File: config.mk
export PLATFORM = sky130hd
export DESIGN_NAME = jbus_xfer_flat
export DESIGN_NICKNAME = d
export VERILOG_FILES = /design/src/rtl/jbus_xfer_if.sv /design/src/rtl/jbus_xfer.sv /design/src/flat_wrapper.sv
export SDC_FILE = /design/constraint.sdc
export NUM_CORES = 1
export LEC_CHECK = 0
export CAP_MARGIN = 10
export CORE_ASPECT_RATIO = 1.1
export CORE_MARGIN = 4
export CORE_UTILIZATION = 49
export DETAILED_ROUTE_END_ITERATION = 7
export GPL_TIMING_DRIVEN = 0
export HOLD_SLACK_MARGIN = 0.02
export PLACE_DENSITY = 0.82
export SLEW_MARGIN = 25
export SYNTH_ARGS = -nofsm -noshare
export SYNTH_HDL_FRONTEND = slang
export SYNTH_SLANG_ARGS = --single-unit
export TNS_END_PERCENT = 1
File: constraint.sdc
create_clock -name clk -period 3.3 [get_ports clk]
set_clock_uncertainty 0.15 [all_clocks]
set_input_delay 0.66 -clock clk [delete_from_list [all_inputs] [get_ports clk]]
set_output_delay 0.66 -clock clk [all_outputs]
set_load 0.01 [all_outputs]
File: src/rtl/jbus_xfer_if.sv
// Request/handshake and register-bank strobe bundle for jbus_xfer.
// JBUS_XFER_CAPTURE_EN adds the shared bus and the captured data word.
interface jbus_xfer_if #(
    parameter int NREG = 4,
    parameter int IDXW = 2
);
    logic            req_valid;
    logic            req_ready;
    logic [IDXW-1:0] req_src;
    logic [IDXW-1:0] req_dst;
    logic [NREG-1:0] we;
    logic [NREG-1:0] ws;
    logic            busy;
    logic            done;
    logic            err;
`ifdef JBUS_XFER_CAPTURE_EN
    logic [7:0]      bus;
    logic [7:0]      xfer_data;

    modport master (
        output req_valid, req_src, req_dst, bus,
        input  req_ready, we, ws, busy, done, err, xfer_data
    );
    modport slave (
        input  req_valid, req_src, req_dst, bus,
        output req_ready, we, ws, busy, done, err, xfer_data
    );
`else
    modport master (
        output req_valid, req_src, req_dst,
        input  req_ready, we, ws, busy, done, err
    );
    modport slave (
        input  req_valid, req_src, req_dst,
        output req_ready, we, ws, busy, done, err
    );
`endif
endinterface

File: src/rtl/jbus_xfer.sv
// Register-to-register bus transfer sequencer: we, ws pulse, ws fall, we fall.
// Optional JBUS_XFER_CAPTURE_EN latches the bus value seen during the set pulse.
module jbus_xfer #(
    parameter int NREG       = 4,
    parameter int IDXW       = 2,
    parameter int SETTLE     = 1,
    parameter int SET_CYCLES = 1
) (
    input logic        clk,
    input logic        reset,
    jbus_xfer_if.slave xif
);
    localparam int MAXC = (SETTLE > SET_CYCLES) ? SETTLE : SET_CYCLES;
    localparam int CW   = $clog2(MAXC + 1);

    typedef enum logic [1:0] {IDLE, EN, SET, HOLD} state_t;

    state_t          state, state_n;
    logic [CW-1:0]   cnt, cnt_n;
    logic [IDXW-1:0] src_q, src_n;
    logic [IDXW-1:0] dst_q, dst_n;
    logic [NREG-1:0] we_q, we_n;
    logic [NREG-1:0] ws_q, ws_n;
    logic            busy_q, done_q, done_n, err_q, err_n;
    logic            accept, bad;

    function automatic logic [NREG-1:0] onehot(input logic [IDXW-1:0] i);
        onehot = {{(NREG-1){1'b0}}, 1'b1} << i;
    endfunction

    assign xif.req_ready = (state == IDLE) && !reset;
    assign accept = xif.req_valid && xif.req_ready;

    // Same-index copy would enable and set one latch, closing a loop.
    assign bad = (32'(xif.req_src) >= 32'(NREG))
              || (32'(xif.req_dst) >= 32'(NREG))
              || (xif.req_src == xif.req_dst);

    always_comb begin
        state_n = state;
        cnt_n   = cnt;
        src_n   = src_q;
        dst_n   = dst_q;
        done_n  = 1'b0;
        err_n   = 1'b0;
        unique case (state)
            IDLE: begin
                if (accept) begin
                    src_n = xif.req_src;
                    dst_n = xif.req_dst;
                    if (bad) begin
                        done_n = 1'b1;
                        err_n  = 1'b1;
                    end else begin
                        state_n = EN;
                        cnt_n   = CW'(SETTLE - 1);
                    end
                end
            end
            EN: begin
                if (cnt == '0) begin
                    state_n = SET;
                    cnt_n   = CW'(SET_CYCLES - 1);
                end else begin
                    cnt_n = cnt - 1'b1;
                end
            end
            SET: begin
                if (cnt == '0) state_n = HOLD;
                else           cnt_n   = cnt - 1'b1;
            end
            HOLD: begin
                state_n = IDLE;
                done_n  = 1'b1;
            end
        endcase
        we_n = (state_n != IDLE) ? onehot(src_n) : '0;
        ws_n = (state_n == SET)  ? onehot(dst_n) : '0;
    end

    always_ff @(posedge clk) begin
        if (reset) begin
            state  <= IDLE;
            cnt    <= '0;
            src_q  <= '0;
            dst_q  <= '0;
            we_q   <= '0;
            ws_q   <= '0;
            busy_q <= 1'b0;
            done_q <= 1'b0;
            err_q  <= 1'b0;
        end else begin
            state  <= state_n;
            cnt    <= cnt_n;
            src_q  <= src_n;
            dst_q  <= dst_n;
            we_q   <= we_n;
            ws_q   <= ws_n;
            busy_q <= (state_n != IDLE);
            done_q <= done_n;
            err_q  <= err_n;
        end
    end

    assign xif.we   = we_q;
    assign xif.ws   = ws_q;
    assign xif.busy = busy_q;
    assign xif.done = done_q;
    assign xif.err  = err_q;

`ifdef JBUS_XFER_CAPTURE_EN
    logic [7:0] data_q;

    always_ff @(posedge clk) begin
        if (reset)
            data_q <= '0;
        else if (state == SET && cnt == '0)
            data_q <= xif.bus;
    end

    assign xif.xfer_data = data_q;
`endif
endmodule

File: src/flat_wrapper.sv
// flat-port wrapper written by rule: the top's interface ports become plain ports
module jbus_xfer_flat 
#(
    parameter int NREG       = 4,
    parameter int IDXW       = 2,
    parameter int SETTLE     = 1,
    parameter int SET_CYCLES = 1
)
  (clk, reset, xif_req_valid, xif_req_src, xif_req_dst, xif_req_ready, xif_we, xif_ws, xif_busy, xif_done, xif_err);
  jbus_xfer_if #(.NREG(NREG), .IDXW(IDXW)) xif_i ();
  input logic clk;
  input logic reset;
  input wire logic [$bits(xif_i.req_valid)-1:0] xif_req_valid;
  input wire logic [$bits(xif_i.req_src)-1:0] xif_req_src;
  input wire logic [$bits(xif_i.req_dst)-1:0] xif_req_dst;
  output wire logic [$bits(xif_i.req_ready)-1:0] xif_req_ready;
  output wire logic [$bits(xif_i.we)-1:0] xif_we;
  output wire logic [$bits(xif_i.ws)-1:0] xif_ws;
  output wire logic [$bits(xif_i.busy)-1:0] xif_busy;
  output wire logic [$bits(xif_i.done)-1:0] xif_done;
  output wire logic [$bits(xif_i.err)-1:0] xif_err;
  assign xif_i.req_valid = xif_req_valid;
  assign xif_i.req_src = xif_req_src;
  assign xif_i.req_dst = xif_req_dst;
  assign xif_req_ready = xif_i.req_ready;
  assign xif_we = xif_i.we;
  assign xif_ws = xif_i.ws;
  assign xif_busy = xif_i.busy;
  assign xif_done = xif_i.done;
  assign xif_err = xif_i.err;
  jbus_xfer #(.NREG(NREG), .IDXW(IDXW), .SETTLE(SETTLE), .SET_CYCLES(SET_CYCLES)) u_core (.clk(clk), .reset(reset), .xif(xif_i));
endmodule
==> flow_metrics.env <==
export IMPL_yosysTopAreaCellShare_pct=47.1
export IMPL_wl_um=1190
export IMPL_final_cell_mix="clkdlybuf4s50_1, dfxtp_1, nor2_1"
export IMPL_final_common_cell="clkdlybuf4s50_1"
export IMPL_critPathLaunch="reset"
export IMPL_antenna_left=0
export IMPL_comb_power_share_pct=42.3
export IMPL_cp_start_kind="input port"
export IMPL_initial_core_util_pct=52.3
export IMPL_vias=527
export IMPL_path_delay_family="buffers and inverters"
export IMPL_seqCellArea_um2=340
export IMPL_swShare_pct=33.2
export IMPL_cpMostUsedCell="clkdlybuf4s50_1"
export IMPL_wl_met3_um=103
export IMPL_drive_above_1_share_pct=14.1
export IMPL_root_buffer="clkbuf_4"
export IMPL_vias_per_cell=5.22
export IMPL_ys_ff_latch=17
export IMPL_hpwl_um=954
export IMPL_worst_path_buf_inv=2
export IMPL_multi_input_area_um2=368
export IMPL_drtIter0Drc=19
export IMPL_cts_resized=0
export IMPL_rsz0062_at_grt="false"
export IMPL_crit_path_top_delay_cell="clkdlybuf4s50_1"
export IMPL_critPathCaptureType="output pin"
export IMPL_nNetsFinal=98
export IMPL_pwr_share_clk_pct=17.1
export IMPL_yosysWarnings=0
export IMPL_die_area_um2=2160
export IMPL_outcome="complete, no violations"
export IMPL_pin_count=19
export IMPL_reg2reg_from="u_core.state[0]"
export IMPL_clock_fmax_mhz=373
export IMPL_areaGrowthSynthToFinish_pct=31.5
export IMPL_worst_pin_slew_ns=0.329
export IMPL_p_sw_uw=211
export IMPL_drv_slew=0
export IMPL_antenna_found_initial=0
export IMPL_overflow=0
export IMPL_ys_types=22
export IMPL_grt_usage_pct=12.5
export IMPL_leakagePower_uw=0.000418
export IMPL_critical_path_class="in2out"
export IMPL_synth_area_leaders="dfxtp_1, ha_1, mux2i_1"
export IMPL_cts_hold_fix_buffers=0
export IMPL_grt_pass1_wl_um=1900
export IMPL_port_buffers=18
export IMPL_grt_pass1_vias=474
export IMPL_min_delay_start="u_core.dst_q[0]"
export IMPL_p_seq_share_pct=40.6
export IMPL_core_area_um2=1380
export IMPL_cts_sinks=17
export IMPL_maxUsedRoutingLayer="met4"
export IMPL_critPathArrivalTime_ns=1.87
export IMPL_post_cts_buffers=0
export IMPL_p_int_uw=424
export IMPL_cap_violations=0
export IMPL_cts_buffers=3
export IMPL_clock_latency_ns=0.28
export IMPL_fillers=118
export IMPL_synthesis_nets=75
export IMPL_critPathMaxStageDelay_ns=0.54
export IMPL_crit_path_cell_trace="clkdlybuf4s50_1, and2b_1, clkdlybuf4s50_1"
export IMPL_period_minus_slack_ns=2.68
export IMPL_p_per_area_nw_per_um2=668
export IMPL_hold_path_class="reg2reg"
export IMPL_antenna_cells=0
export IMPL_grt_max_degree=11
export IMPL_synth_top_area_cell="dfxtp_1"
export IMPL_final_hold_viol_count=0
export IMPL_seq_area_frac_synth_pct=47.1
export IMPL_row_count=14
export IMPL_ir_worst_vdd_uv=395
export IMPL_finalCritPeriodShare_pct=81.2
export IMPL_drt_met1_wl_um=494
export IMPL_dieWidth_um=44.6
export IMPL_reg2reg_slack_ns=1.49
export IMPL_finalSetupViolCount=0
export IMPL_htree_levels=1
export IMPL_clk_path_buf_depth=2
export IMPL_max_slew_margin_pct=77.4
export IMPL_syn_area_um2=723
export IMPL_clkTransAtPathRegs_ns=0.10
export IMPL_syn_avg_cell_area_um2=11.5
export IMPL_tritoncts="yes"
export IMPL_required_ns=2.49
export IMPL_wl_per_cell_um=11.7
export IMPL_final_util_pct=68.7
export IMPL_wl_met2_um=579
export IMPL_post_route_drc_count=0
export IMPL_dr_pass1_iters=4
export IMPL_gp_congestion=0.735
export IMPL_crit_fanout=3
export IMPL_die_h_um=48.3
export IMPL_tns_ns=0
export IMPL_postSynthCellCount=63
[layer usage]
layer | vias up | track usage (%)
met2 | 23 | 20.9
li1 | 270 | -
met5 | - | 0
met3 | 2 | 3.32
met1 | 232 | 14.5
met4 | 0 | 7.23
[per-stage QoR]
| step | cells | setup slack [ns] | power [uW] | hold WS (ns) | cell area [um^2] |
|---|---|---|---|---|---|
| 2_1_floorplan | 63 | 1.59 | 442 | 0.330 | 723 |
| 3_3_place_gp | 97 | 0.622 | 526 | 0.353 | 923 |
| 3_5_place_dp | 97 | 0.622 | 531 | 0.374 | 923 |
| 4_1_cts | 101 | 0.609 | 640 | 0.398 | 951 |
| 5_1_grt | 101 | 0.555 | 682 | 0.435 | 951 |
| 6_report | 101 | 0.619 | 635 | 0.386 | 951 |
[logic make-up after synthesis]
logic type / Yosys count / share of synthesized area (%)
AO/OA/AOI/OAI: 10 / 11.9
XOR/XNOR: 2 / 2.42
adder cells (fa/ha/maj): 5 / 8.65
buffers and inverters: 3 / 2.08
flip-flops: 17 / 47.1
multiplexers: 9 / 13.7
AND/OR/NAND/NOR: 17 / 14.2
[worst reg2reg max path, cell delays in order, from the launching register on]
cell	delay, ns
dfxtp_1	0.35
inv_1	0.13
ha_1	0.24
mux2_2	0.36
o21bai_1	0.31
a211oi_1	0.13
[cell type report]
cell class / count / area share (%)
multi-input cells: 43 / 38.7
flip-flops and latches: 17 / 35.8
repair buffers: 18 / 18.9
clock buffers: 3 / 2.37
well taps: 16 / 2.11
plain buffers: 1 / 0.789
inverters: 2 / 0.789
clock inverters: 1 / 0.526
[sequential cells by signal, summed over array words and instances (netlist names)]
signal	flops
u_core.xif.we	4
u_core.xif.ws	4
u_core.dst_q	2
u_core.src_q	2
u_core.state	2
u_core.xif.busy	1
u_core.xif.done	1
u_core.xif.err	1
[power by group through the flow]
stage               Combinational, uW  Sequential, uW  Clock (uW)
finish                            268             258         109
global route                      301             261         120
CTS                               270             258         112
detailed placement                268             263           0
global placement                  264             262           0
floorplan                         171             271           0
[path summary, 6_finish.rpt]
check,cells after the start,endpoint
worst max-delay path,3,xif_req_ready
worst min-delay path,2,u_core.dst_q[0]
worst max register to register,5,u_core.xif.we[1]
worst min register to register,2,u_core.dst_q[0]
[cells in the mapped netlist]
cell type and instances:
buf_4 1, and3_1 2, nor3b_1 2, mux2_4 1, o21ba_2 1, mux2i_1 5, nand2_1 2, and2b_1 1
nor2b_1 2, nor2_1 6, dfxtp_1 17, ha_1 5, a311oi_1 1, o21a_1 1, mux2_2 3, a211oi_1 4
nor3_1 1, o21bai_1 2, inv_1 2, nand3b_4 1, o2111ai_2 1, xor2_1 2
Power figures use the tool's default switching activity.
